[src/rtl/timer_pkg.sv]
// Shared types and defaults for the timer input-capture path.
package timer_pkg;

  localparam int DEF_NUM_CH    = 8;
  localparam int DEF_CNT_WIDTH = 32;

  // Per-channel capture state: EMPTY = nothing pending, FULL = unread capture held.
  typedef enum logic {
    CAP_EMPTY = 1'b0,
    CAP_FULL  = 1'b1
  } cap_state_e;

  // Per-channel control strobes seen in one cycle.
  typedef struct packed {
    logic evt;      // edge_detected & cap_en
    logic ack;      // completed read of this channel
    logic ovf_clr;  // write-one-to-clear of the overrun flag
  } cap_ctrl_t;

  // A capture happens only on an enabled channel's edge.
  function automatic logic capture_event(input logic edge_pulse, input logic enable);
    return edge_pulse & enable;
  endfunction

endpackage

[src/rtl/timer_input_capture_channel.sv]
// One capture channel: capture register, EMPTY/FULL state and sticky overrun flag.
module capture_channel
  import timer_pkg::*;
#(
  parameter int CNT_WIDTH = DEF_CNT_WIDTH
) (
  input  logic                 clk,
  input  logic                 n_rst,
  input  logic [CNT_WIDTH-1:0] count,
  input  cap_ctrl_t            ctrl,
  output logic [CNT_WIDTH-1:0] cap_reg,
  output logic                 cap_valid,
  output logic                 cap_ovf
);

  cap_state_e state;

  // An overrun is a capture landing on an unread value that is not being read this cycle.
  logic ovf_set;
  assign ovf_set = ctrl.evt & (state == CAP_FULL) & ~ctrl.ack;

  assign cap_valid = (state == CAP_FULL);

  // Channel state machine; a same-cycle capture wins over the ack and keeps the channel FULL.
  always_ff @(posedge clk or negedge n_rst) begin
    if (!n_rst) begin
      state   <= CAP_EMPTY;
      cap_reg <= '0;
      cap_ovf <= 1'b0;
    end else begin
      case (state)
        CAP_EMPTY: begin
          if (ctrl.evt) begin
            state   <= CAP_FULL;
            cap_reg <= count;
          end
        end
        CAP_FULL: begin
          if (ctrl.evt) begin
            cap_reg <= count;
          end else if (ctrl.ack) begin
            state <= CAP_EMPTY;
          end
        end
        default: state <= CAP_EMPTY;
      endcase
      // Set beats clear when both land together.
      if (ovf_set)           cap_ovf <= 1'b1;
      else if (ctrl.ovf_clr) cap_ovf <= 1'b0;
    end
  end

endmodule

[src/rtl/timer_input_capture.sv]
// Input-capture stage: per-channel capture slots, read select/ack decode and level irq.
module timer_input_capture
  import timer_pkg::*;
#(
  parameter int NUM_CH    = DEF_NUM_CH,
  parameter int CNT_WIDTH = DEF_CNT_WIDTH,
  parameter int CH_IDX_W  = (NUM_CH > 1) ? $clog2(NUM_CH) : 1
) (
  input  logic                 clk,
  input  logic                 n_rst,
  input  logic [CNT_WIDTH-1:0] count,
  input  logic [NUM_CH-1:0]    edge_detected,
  input  logic [NUM_CH-1:0]    cap_en,
  input  logic [NUM_CH-1:0]    irq_en,
  input  logic [CH_IDX_W-1:0]  rd_ch,
  input  logic                 rd_ack,
  input  logic [NUM_CH-1:0]    ovf_clr,
  output logic [CNT_WIDTH-1:0] rd_data,
  output logic [NUM_CH-1:0]    cap_valid,
  output logic [NUM_CH-1:0]    cap_ovf,
  output logic                 irq
);

  logic [NUM_CH-1:0][CNT_WIDTH-1:0] cap_regs;
  logic [NUM_CH-1:0]                ack_vec;

  // One extra bit so an out-of-range select can never alias a real channel.
  logic [CH_IDX_W:0] rd_ch_x;
  assign rd_ch_x = {1'b0, rd_ch};

  // Decode the ack to a one-hot channel strobe; out-of-range selects ack nothing.
  always_comb begin
    ack_vec = '0;
    for (int i = 0; i < NUM_CH; i++) begin
      if (rd_ack && (rd_ch_x == (CH_IDX_W+1)'(i))) ack_vec[i] = 1'b1;
    end
  end

  // Read mux; out-of-range selects read as zero.
  always_comb begin
    rd_data = '0;
    for (int i = 0; i < NUM_CH; i++) begin
      if (rd_ch_x == (CH_IDX_W+1)'(i)) rd_data = cap_regs[i];
    end
  end

  for (genvar g = 0; g < NUM_CH; g++) begin : g_ch
    cap_ctrl_t ctrl;
    assign ctrl.evt     = capture_event(edge_detected[g], cap_en[g]);
    assign ctrl.ack     = ack_vec[g];
    assign ctrl.ovf_clr = ovf_clr[g];

    capture_channel #(
      .CNT_WIDTH (CNT_WIDTH)
    ) u_ch (
      .clk       (clk),
      .n_rst     (n_rst),
      .count     (count),
      .ctrl      (ctrl),
      .cap_reg   (cap_regs[g]),
      .cap_valid (cap_valid[g]),
      .cap_ovf   (cap_ovf[g])
    );
  end

  // Level interrupt, registered one cycle behind the pending flags.
  always_ff @(posedge clk or negedge n_rst) begin
    if (!n_rst) irq <= 1'b0;
    else        irq <= |(cap_valid & irq_en);
  end

endmodule

[config.mk]
export PLATFORM = sky130hd
export DESIGN_NAME = timer_input_capture
export DESIGN_NICKNAME = d
export VERILOG_FILES = /design/src/rtl/timer_pkg.sv /design/src/rtl/timer_input_capture_channel.sv /design/src/rtl/timer_input_capture.sv
export SDC_FILE = /design/constraint.sdc
export NUM_CORES = 1
export LEC_CHECK = 0
export BUFFER_PORTS_ARGS = -buffer_cell sky130_fd_sc_hd__buf_4
export CORE_ASPECT_RATIO = 0.8
export CORE_MARGIN = 5
export CORE_UTILIZATION = 50
export CTS_CLUSTER_SIZE = 8
export DETAILED_ROUTE_END_ITERATION = 6
export GPL_ROUTABILITY_DRIVEN = 1
export GPL_TIMING_DRIVEN = 0
export PLACE_DENSITY = 0.8
export SLEW_MARGIN = 0
export SYNTH_ARGS = -nofsm -noshare
export SYNTH_HDL_FRONTEND = slang
export SYNTH_SLANG_ARGS = --single-unit
[constraint.sdc]
create_clock -name clk -period 1.7 [get_ports clk]
set_input_delay 0.34 -clock clk [delete_from_list [all_inputs] [get_ports clk]]
set_output_delay 0.34 -clock clk [all_outputs]
set_load 0.02 [all_outputs]
==> flow_results.xml, run 1 <==
<?xml version="1.0" encoding="UTF-8"?>
<metrics>
  <group name="layout">
    <metric name="area_growth_syn_to_layout" unit="%">24.92</metric>
    <metric name="mostFrequentLayoutCell" unit="">sky130_fd_sc_hd__dfrtp_1</metric>
    <metric name="layout_common_cells" unit="">sky130_fd_sc_hd__dfrtp_1, sky130_fd_sc_hd__mux2_2, sky130_fd_sc_hd__buf_4, sky130_fd_sc_hd__o21ai_2, sky130_fd_sc_hd__nand2_1</metric>
    <metric name="final-instance-count-excl-fill" unit="">1544</metric>
    <metric name="largest_register_ffs" unit="">256</metric>
    <metric name="drive_gt1_share" unit="%">56.95</metric>
    <metric name="design.final.nets" unit="">1256</metric>
    <metric name="antennaDiodeCount" unit="">0</metric>
    <metric name="filler_cell_count" unit="">1952</metric>
  </group>
  <group name="sta">
    <metric name="finalSetupViolCount" unit="">32</metric>
    <metric name="layout_setup_ws" unit="ns">-0.4039</metric>
    <metric name="period_needed" unit="ns">2.104</metric>
    <metric name="hold_violations" unit="">90</metric>
    <metric name="final-max-slew-violation-count" unit="">0</metric>
    <metric name="timing.slew.headroom" unit="%">52.10</metric>
    <metric name="slew_of_the_pin_with_the_lowest_slew_margin" unit="ns">0.7185</metric>
    <metric name="unrepaired_setup_endpoints_after_global_routing" unit="">yes</metric>
    <metric name="finalCritPeriodShare" unit="%">123.8</metric>
    <metric name="fmax" unit="MHz">475.3</metric>
    <metric name="finClkSkew" unit="ns">0.003601</metric>
    <metric name="finalHoldWorstSlack" unit="ns">-0.1651</metric>
  </group>
  <group name="routing">
    <metric name="detailedRoute.firstIterationViolations" unit="">537</metric>
    <metric name="ant_nets" unit="">0</metric>
    <metric name="drc_errors" unit="">0</metric>
    <metric name="firstDrtPassIters" unit="">5</metric>
    <metric name="viasPerCell" unit="">6.025</metric>
    <metric name="drt-wirelength-per-cell" unit="µm">23.59</metric>
    <metric name="wirelength" unit="µm">36420</metric>
    <metric name="detailroute.via_count" unit="">9302</metric>
  </group>
  <group name="synthesis">
    <metric name="synth-warning-count" unit="">0</metric>
    <metric name="yosys.area_share.simple" unit="%">5.339</metric>
    <metric name="synthMuxAreaShare" unit="%">29.27</metric>
    <metric name="xor_and_xnor_fraction_of_the_mapped_netlist_area" unit="%">0</metric>
    <metric name="cell_area_synth" unit="mm²">0.01340</metric>
    <metric name="synth_ff_type" unit="">sky130_fd_sc_hd__dfrtp_1</metric>
    <metric name="synth-seq-area-share" unit="%">50.97</metric>
    <metric name="postSynthNetCount" unit="">1090</metric>
    <metric name="synth_top_family_by_area" unit="">multiplexers</metric>
    <metric name="synth.ff_latch_count" unit="">273</metric>
    <metric name="area_contributors_post_synth" unit="">sky130_fd_sc_hd__dfrtp_1, sky130_fd_sc_hd__mux2_2, sky130_fd_sc_hd__mux4_2, sky130_fd_sc_hd__a2111oi_2, sky130_fd_sc_hd__mux2i_1</metric>
    <metric name="postSynth.asyncResetShare" unit="%">100.0</metric>
    <metric name="synth_top_cell_by_area" unit="">sky130_fd_sc_hd__dfrtp_1</metric>
    <metric name="yosys.cell_types.count" unit="">29</metric>
    <metric name="netlist.area_leader.share" unit="%">50.97</metric>
    <metric name="syn_avg_cell_area" unit="µm²">13.14</metric>
    <metric name="synthesis.instances" unit="">1020</metric>
    <metric name="synth_compound_gate_area_share" unit="%">9.708</metric>
    <metric name="count_of_flip_flops_with_a_built_in_enable_after_synthesis" unit="">0</metric>
    <metric name="synth_fa_ha_area_share" unit="%">0</metric>
  </group>
  <group name="global_routing">
    <metric name="grtUsageTotal" unit="%">23.84</metric>
    <metric name="global_route.usage.met1" unit="%">33.51</metric>
    <metric name="grt_pass1_wl" unit="µm">56010</metric>
    <metric name="antenna_violations_before_repair" unit="">0</metric>
    <metric name="first_global_vias" unit="">9803</metric>
    <metric name="met2_usage" unit="%">38.33</metric>
    <metric name="met3_usage_in_global_routing" unit="%">4.550</metric>
    <metric name="grt_max_degree" unit="">99</metric>
    <metric name="globalRoute.busiestLayer" unit="">met2</metric>
    <metric name="grt.overflow.total" unit="">0</metric>
  </group>
  <group name="floorplan">
    <metric name="die_w" unit="µm">193.1</metric>
    <metric name="floorplan.io_pins" unit="">119</metric>
    <metric name="core-area" unit="mm²">0.02633</metric>
    <metric name="num_rows" unit="">53</metric>
    <metric name="fp.dieArea" unit="mm²">0.03020</metric>
    <metric name="starting_density" unit="%">50.91</metric>
    <metric name="die_height" unit="µm">156.4</metric>
  </group>
  <group name="critical_path">
    <metric name="setup.worst_path.end_class" unit="">primary output</metric>
    <metric name="cp_slowest_cell" unit="">sky130_fd_sc_hd__a2111oi_2</metric>
    <metric name="cp_data_required_time" unit="ns">1.36</metric>
    <metric name="ordered_cell_list_for_the_critical_path" unit="">mux2i_1 -&gt; nor2_1 -&gt; a2111oi_2 -&gt; a21oi_2 -&gt; buf_6</metric>
    <metric name="cp_max_fo" unit="">2</metric>
    <metric name="arrival" unit="ns">1.76</metric>
    <metric name="type_of_element_launching_the_critical_path" unit="">flop</metric>
    <metric name="timing.setup.critical_path_class" unit="">flop to primary output</metric>
    <metric name="critical-path-max-stage-delay" unit="ns">0.39</metric>
  </group>
  <group name="power_and_ir_drop">
    <metric name="power.sequential.fraction" unit="%">42.5</metric>
    <metric name="power.density" unit="mW/mm²">1131</metric>
    <metric name="power.internal" unit="W">0.01375</metric>
    <metric name="total_power" unit="W">0.01893</metric>
    <metric name="swShare" unit="%">27.38</metric>
    <metric name="clock_power_share" unit="%">36.4</metric>
    <metric name="combPwrFrac" unit="%">21.1</metric>
    <metric name="leakagePower" unit="nW">6.986</metric>
    <metric name="power_switching" unit="W">0.005183</metric>
    <metric name="power.ir.vdd_worst" unit="mV">0.7887</metric>
  </group>
  <group name="placed_design">
    <metric name="globalplace.congestion" unit="">0.8104</metric>
    <metric name="port_buffers" unit="">115</metric>
    <metric name="dpl.hpwl" unit="µm">23420</metric>
    <metric name="placed_cells" unit="">1494</metric>
  </group>
  <group name="flow_run">
    <metric name="cap_viol_max_count" unit="">0</metric>
  </group>
  <group name="cts">
    <metric name="cts_made_buffers" unit="">40</metric>
    <metric name="tritoncts_num_sinks" unit="">273</metric>
    <metric name="cell_at_the_root_of_the_clock_tree" unit="">sky130_fd_sc_hd__clkbuf_16</metric>
    <metric name="depth_of_the_cts_h_tree" unit="">2</metric>
    <metric name="tritoncts_clock_tree" unit="">yes</metric>
    <metric name="max-clock-path-buffers" unit="">3</metric>
    <metric name="worst_setup_hold_path_clk_slew" unit="ns">0.05</metric>
    <metric name="worst_skew_pair.late_latency" unit="ns">0.51</metric>
  </group>
  <group name="status">
    <metric name="result_of_the_run" unit="">finished with violations</metric>
    <metric name="violated_checks" unit="">hold timing, setup timing</metric>
  </group>
  <group name="min_path">
    <metric name="hp-class" unit="">input port to asynchronous set/reset pin</metric>
  </group>
</metrics>
==> power by group through the flow <==
stage	clock [W]	sequential, W	combinational [W]
floorplan	0	0.00792	0.00244
global placement	0	0.00803	0.00339
detailed placement	0	0.00810	0.00352
CTS	0.00697	0.00801	0.00375
global route	0.00728	0.00815	0.00428
finish	0.00688	0.00805	0.00400
==> timing repair <==
item | 4_1_cts | 5_1_grt
buffers inserted | 2 | 5
endpoints found under the hold margin | 90 | 90
endpoints found under the setup margin | 32 | 32
pin swaps | 32 | 26
gates resized for setup | 105 | 91
==> synthesized netlist by cell type, types with 2 or more instances <==
| library cell | number |
|---|---|
| sky130_fd_sc_hd__o22ai_1 | 8 |
| sky130_fd_sc_hd__a21boi_0 | 30 |
| sky130_fd_sc_hd__a22oi_1 | 4 |
| sky130_fd_sc_hd__buf_6 | 15 |
| sky130_fd_sc_hd__nand3_1 | 32 |
| sky130_fd_sc_hd__nand2b_1 | 35 |
| sky130_fd_sc_hd__a2111oi_1 | 5 |
| sky130_fd_sc_hd__a21oi_1 | 32 |
| sky130_fd_sc_hd__nand2_1 | 50 |
| sky130_fd_sc_hd__o21ai_1 | 29 |
| sky130_fd_sc_hd__mux4_2 | 32 |
| sky130_fd_sc_hd__o31ai_1 | 2 |
| sky130_fd_sc_hd__clkbuf_1 | 12 |
| sky130_fd_sc_hd__a2111oi_2 | 27 |
| sky130_fd_sc_hd__dfrtp_1 | 273 |
| sky130_fd_sc_hd__mux2i_1 | 32 |
| sky130_fd_sc_hd__mux2_2 | 256 |
| sky130_fd_sc_hd__a21boi_1 | 2 |
| sky130_fd_sc_hd__nor2_1 | 32 |
| sky130_fd_sc_hd__inv_1 | 8 |
| sky130_fd_sc_hd__o21ai_0 | 41 |
| sky130_fd_sc_hd__buf_2 | 35 |
| sky130_fd_sc_hd__buf_8 | 2 |
| sky130_fd_sc_hd__buf_4 | 21 |
==> metrics by stage <==
step	TNS [ns]	area, µm²	hold slack [ns]	setup slack (ns)	utilization (%)
after floorplan	-0.1372	13540	0.04441	-0.04599	-
after global placement	-552.90	14850	0.4816	-2.000	56.40
after detailed placement	-24.26	14910	0.3919	-0.7103	56.64
after CTS	-11.84	16230	-0.1332	-0.4274	61.67
after global routing	-12.88	16740	-0.1117	-0.4724	63.60
final	-11.35	16740	-0.1651	-0.4039	63.60
==> critical path: cells and delay by family (launching register included) <==
kind | cells | cell delay, ns
buffers and inverters | 1 | 0.14
flip-flops | 1 | 0.37
AND/OR/NAND/NOR | 1 | 0.08
AO/OA/AOI/OAI | 2 | 0.46
multiplexers | 1 | 0.20
==> layer usage <==
metal  vias up  routed length, µm
li1       4055                  -
met1      4888              15640
met2       295              17680
met3        64               2384
met4         0                714
met5         -                  0
==> area by class of cell <==
type | instances | area [µm²] | share of cell area, %
sequential | 273 | 6832 | 40.80
multi-input combinational | 652 | 6625 | 39.57
timing repair buffer | 124 | 1069 | 6.381
clock buffer | 42 | 1030 | 6.150
buffer | 87 | 704.4 | 4.207
tap | 357 | 446.7 | 2.668
inverter | 8 | 30.03 | 0.1793
clock inverter | 1 | 8.758 | 0.05231
==> path summary, 6_finish.rpt <==
kind,depth (start not counted),to,startpoint,slack (ns)
worst max-delay path,5,rd_data[20],g_ch[2].u_ch.cap_reg[20],-0.40
worst min-delay path,1,g_ch[2].u_ch.cap_reg[27],n_rst,-0.17
worst max register to register,3,g_ch[7].u_ch.cap_reg[21],g_ch[7].u_ch.cap_reg[21],0.69
worst min register to register,1,g_ch[6].u_ch.cap_reg[28],g_ch[6].u_ch.cap_reg[28],0.50
max in group asynchronous,3,g_ch[3].u_ch.cap_reg[7],n_rst,0.51
min in group clk,2,g_ch[4].u_ch.cap_ovf,ovf_clr[4],0.03
==> cells by family (layout without fill, tap and decap cells) <==
family          count (synthesis)  count (layout)
flops                         273             273
compound gates                180             180
mux                           320             320
buf+inv                        95             262
simple gates                  152             152
Power figures use the tool's default switching activity.
==> inputs of run 2 (changes only) <==
--- a/config.mk
+++ b/config.mk
@@ -5,15 +5,15 @@
 export SDC_FILE = /design/constraint.sdc
 export NUM_CORES = 1
 export LEC_CHECK = 0
-export BUFFER_PORTS_ARGS = -buffer_cell sky130_fd_sc_hd__buf_4
 export CORE_ASPECT_RATIO = 0.8
 export CORE_MARGIN = 5
 export CORE_UTILIZATION = 50
 export CTS_CLUSTER_SIZE = 8
 export DETAILED_ROUTE_END_ITERATION = 6
+export DONT_BUFFER_PORTS = 1
 export GPL_ROUTABILITY_DRIVEN = 1
 export GPL_TIMING_DRIVEN = 0
-export PLACE_DENSITY = 0.8
+export PLACE_DENSITY = 0.76
 export SLEW_MARGIN = 0
 export SYNTH_ARGS = -nofsm -noshare
 export SYNTH_HDL_FRONTEND = slang
==> flow_results.xml, run 2 (synthesis results as in run 1) <==
<?xml version="1.0" encoding="UTF-8"?>
<metrics>
  <group name="status">
    <metric name="result_of_the_run" unit="">finished with violations</metric>
    <metric name="violated_checks" unit="">hold timing, setup timing</metric>
  </group>
  <group name="sta">
    <metric name="layout_setup_ws" unit="ns">-0.3014</metric>
    <metric name="finalSetupViolCount" unit="">32</metric>
    <metric name="period_needed" unit="ns">2.001</metric>
    <metric name="fin_tns_setup" unit="ns">-8.112</metric>
    <metric name="finClkSkew" unit="ns">0.006391</metric>
    <metric name="hold_violations" unit="">273</metric>
    <metric name="timing.slew.headroom" unit="%">42.95</metric>
    <metric name="finalHoldWorstSlack" unit="ns">-0.4736</metric>
    <metric name="slew_of_the_pin_with_the_lowest_slew_margin" unit="ns">0.8557</metric>
    <metric name="finalCritPeriodShare" unit="%">117.7</metric>
    <metric name="unrepaired_setup_endpoints_after_global_routing" unit="">yes</metric>
    <metric name="fmax" unit="MHz">499.6</metric>
    <metric name="final-max-slew-violation-count" unit="">0</metric>
  </group>
  <group name="layout">
    <metric name="design.final.nets" unit="">1179</metric>
    <metric name="final-instance-count-excl-fill" unit="">1469</metric>
    <metric name="seq_area" unit="mm²">0.006832</metric>
    <metric name="multi_input_area" unit="mm²">0.006912</metric>
    <metric name="area_growth_syn_to_layout" unit="%">22.73</metric>
    <metric name="largest_register_ffs" unit="">256</metric>
    <metric name="layout_common_cells" unit="">sky130_fd_sc_hd__dfrtp_1, sky130_fd_sc_hd__mux2_2, sky130_fd_sc_hd__nand2_1, sky130_fd_sc_hd__o21ai_2, sky130_fd_sc_hd__dlygate4sd3_1</metric>
    <metric name="postLayoutCoreUtil" unit="%">62.49</metric>
    <metric name="drive_gt1_share" unit="%">51.89</metric>
    <metric name="filler_cell_count" unit="">1905</metric>
    <metric name="mostFrequentLayoutCell" unit="">sky130_fd_sc_hd__dfrtp_1</metric>
  </group>
  <group name="placed_design">
    <metric name="placed_cells" unit="">1377</metric>
    <metric name="dpl.hpwl" unit="µm">22330</metric>
    <metric name="globalplace.congestion" unit="">0.8149</metric>
    <metric name="post-place-ws" unit="ns">-0.6743</metric>
    <metric name="port_buffers" unit="">0</metric>
  </group>
  <group name="critical_path">
    <metric name="cp_data_required_time" unit="ns">1.36</metric>
    <metric name="cp_slowest_cell" unit="">sky130_fd_sc_hd__dfrtp_1</metric>
    <metric name="worst_r2r_path_depth" unit="">3</metric>
    <metric name="critical-path-max-stage-delay" unit="ns">0.37</metric>
    <metric name="setup.worst_path.end_class" unit="">primary output</metric>
    <metric name="type_of_element_launching_the_critical_path" unit="">flop</metric>
    <metric name="arrival" unit="ns">1.66</metric>
    <metric name="timing.setup.critical_path_class" unit="">flop to primary output</metric>
    <metric name="cp_max_fo" unit="">3</metric>
    <metric name="ordered_cell_list_for_the_critical_path" unit="">nand2b_1 -&gt; a21boi_1 -&gt; o21ai_2 -&gt; a21oi_2</metric>
  </group>
  <group name="routing">
    <metric name="wirelength" unit="µm">36340</metric>
    <metric name="detailedRoute.firstIterationViolations" unit="">556</metric>
    <metric name="ant_nets" unit="">0</metric>
    <metric name="detailroute.via_count" unit="">9011</metric>
    <metric name="drc_errors" unit="">0</metric>
    <metric name="drt-wirelength-per-cell" unit="µm">24.74</metric>
    <metric name="firstDrtPassIters" unit="">5</metric>
    <metric name="viasPerCell" unit="">6.134</metric>
  </group>
  <group name="cts">
    <metric name="worst_setup_hold_path_clk_slew" unit="ns">0.05</metric>
    <metric name="depth_of_the_cts_h_tree" unit="">2</metric>
    <metric name="cell_at_the_root_of_the_clock_tree" unit="">sky130_fd_sc_hd__clkbuf_16</metric>
    <metric name="cts_hold_buf" unit="">42</metric>
    <metric name="cts_made_buffers" unit="">40</metric>
    <metric name="tritoncts_num_sinks" unit="">273</metric>
    <metric name="max-clock-path-buffers" unit="">3</metric>
    <metric name="tritoncts_clock_tree" unit="">yes</metric>
    <metric name="worst_skew_pair.late_latency" unit="ns">0.51</metric>
  </group>
  <group name="floorplan">
    <metric name="num_rows" unit="">53</metric>
    <metric name="die_w" unit="µm">193.1</metric>
    <metric name="fp.dieArea" unit="mm²">0.03020</metric>
    <metric name="starting_density" unit="%">50.91</metric>
    <metric name="die_height" unit="µm">156.4</metric>
    <metric name="floorplan.io_pins" unit="">119</metric>
    <metric name="core-area" unit="mm²">0.02633</metric>
  </group>
  <group name="global_routing">
    <metric name="grtUsageTotal" unit="%">24.10</metric>
    <metric name="antenna_violations_before_repair" unit="">2</metric>
    <metric name="grt_max_degree" unit="">274</metric>
    <metric name="grt_pass1_wl" unit="µm">56490</metric>
    <metric name="first_global_vias" unit="">9688</metric>
    <metric name="grt.overflow.total" unit="">0</metric>
  </group>
  <group name="power_and_ir_drop">
    <metric name="power.ir.vdd_worst" unit="mV">0.7666</metric>
    <metric name="power.density" unit="mW/mm²">1131</metric>
    <metric name="leakagePower" unit="nW">6.595</metric>
  </group>
  <group name="min_path">
    <metric name="hp-class" unit="">input port to asynchronous set/reset pin</metric>
  </group>
  <group name="flow_run">
    <metric name="cap_viol_max_count" unit="">0</metric>
  </group>
</metrics>
==> run 2: cell types whose count changed in the layout (fill, tap and decap cells not counted), moves of 17 or more <==
cell and change:
sky130_fd_sc_hd__dlygate4sd3_1 +42, sky130_fd_sc_hd__a21oi_2 -17, sky130_fd_sc_hd__buf_6 -27, sky130_fd_sc_hd__buf_4 -93, sky130_fd_sc_hd__a21oi_4 +17
==> run 2: repair_timing <==
item | CTS | global route
endpoints found under the hold margin | 538 | 273
buffers inserted | 3 | 1
pin swaps | 50 | 26
endpoints found under the setup margin | 32 | 32
cloned | 1 | 0
gates resized for setup | 127 | 88
==> run 2: where the power goes <==
group          switching, W  internal, W
combinational       0.00182      0.00184
clock               0.00268      0.00421
sequential         0.000592      0.00746
total               0.00510       0.0135
==> run 2: worst max-delay path: cells and delay by family (launching register included) <==
| kind | cells | cell delay, ns |
|---|---|---|
| DFF | 1 | 0.37 |
| AOI/OAI and AO/OA | 3 | 0.72 |
| and+or+nand+nor | 1 | 0.06 |
==> run 2: layout make-up <==
class                           instances  area share (%)
Clock buffer                           42           6.260
Multi-Input combinational cell        652           42.01
Buffer                                 87           4.282
Timing Repair Buffer                   47           2.936
Clock inverter                          1         0.05324
Inverter                                8          0.1825
Antenna cell                            2         0.03042
Tap cell                              357           2.715
Sequential cell                       273           41.53
==> run 2: worst paths after layout <==
| check | to | slack [ns] | from |
|---|---|---|---|
| worst max-delay path | rd_data[0] | -0.30 | g_ch[5].u_ch.cap_reg[0] |
| worst min-delay path | g_ch[1].u_ch.cap_reg[26] | -0.47 | n_rst |
| worst max register to register | irq | 0.20 | g_ch[1].u_ch.cap_valid |
| worst min register to register | g_ch[6].u_ch.cap_reg[6] | 0.50 | g_ch[6].u_ch.cap_reg[6] |
| max in group asynchronous | g_ch[0].u_ch.cap_reg[12] | 1.46 | n_rst |
| min in group clk | g_ch[4].u_ch.cap_valid | 0.15 | rd_ack |
==> run 2: metal layers <==
layer	routed length (µm)	share of wire [%]	track usage, %	vias to the layer above
met4	829	2.3	5.730	0
li1	-	-	-	3916
met3	2515	6.9	6.200	57
met5	0	0	0	-
met1	15400	42	32.78	4750
met2	17600	48	39.30	288
==> run 2: stage by stage <==
stage	power (W)	cell area, µm²
2_1_floorplan	0.01036	13540
3_3_place_gp	0.01090	13990
3_5_place_dp	0.01105	13990
4_1_cts	0.01832	15880
5_1_grt	0.01932	16450
6_report	0.01861	16450
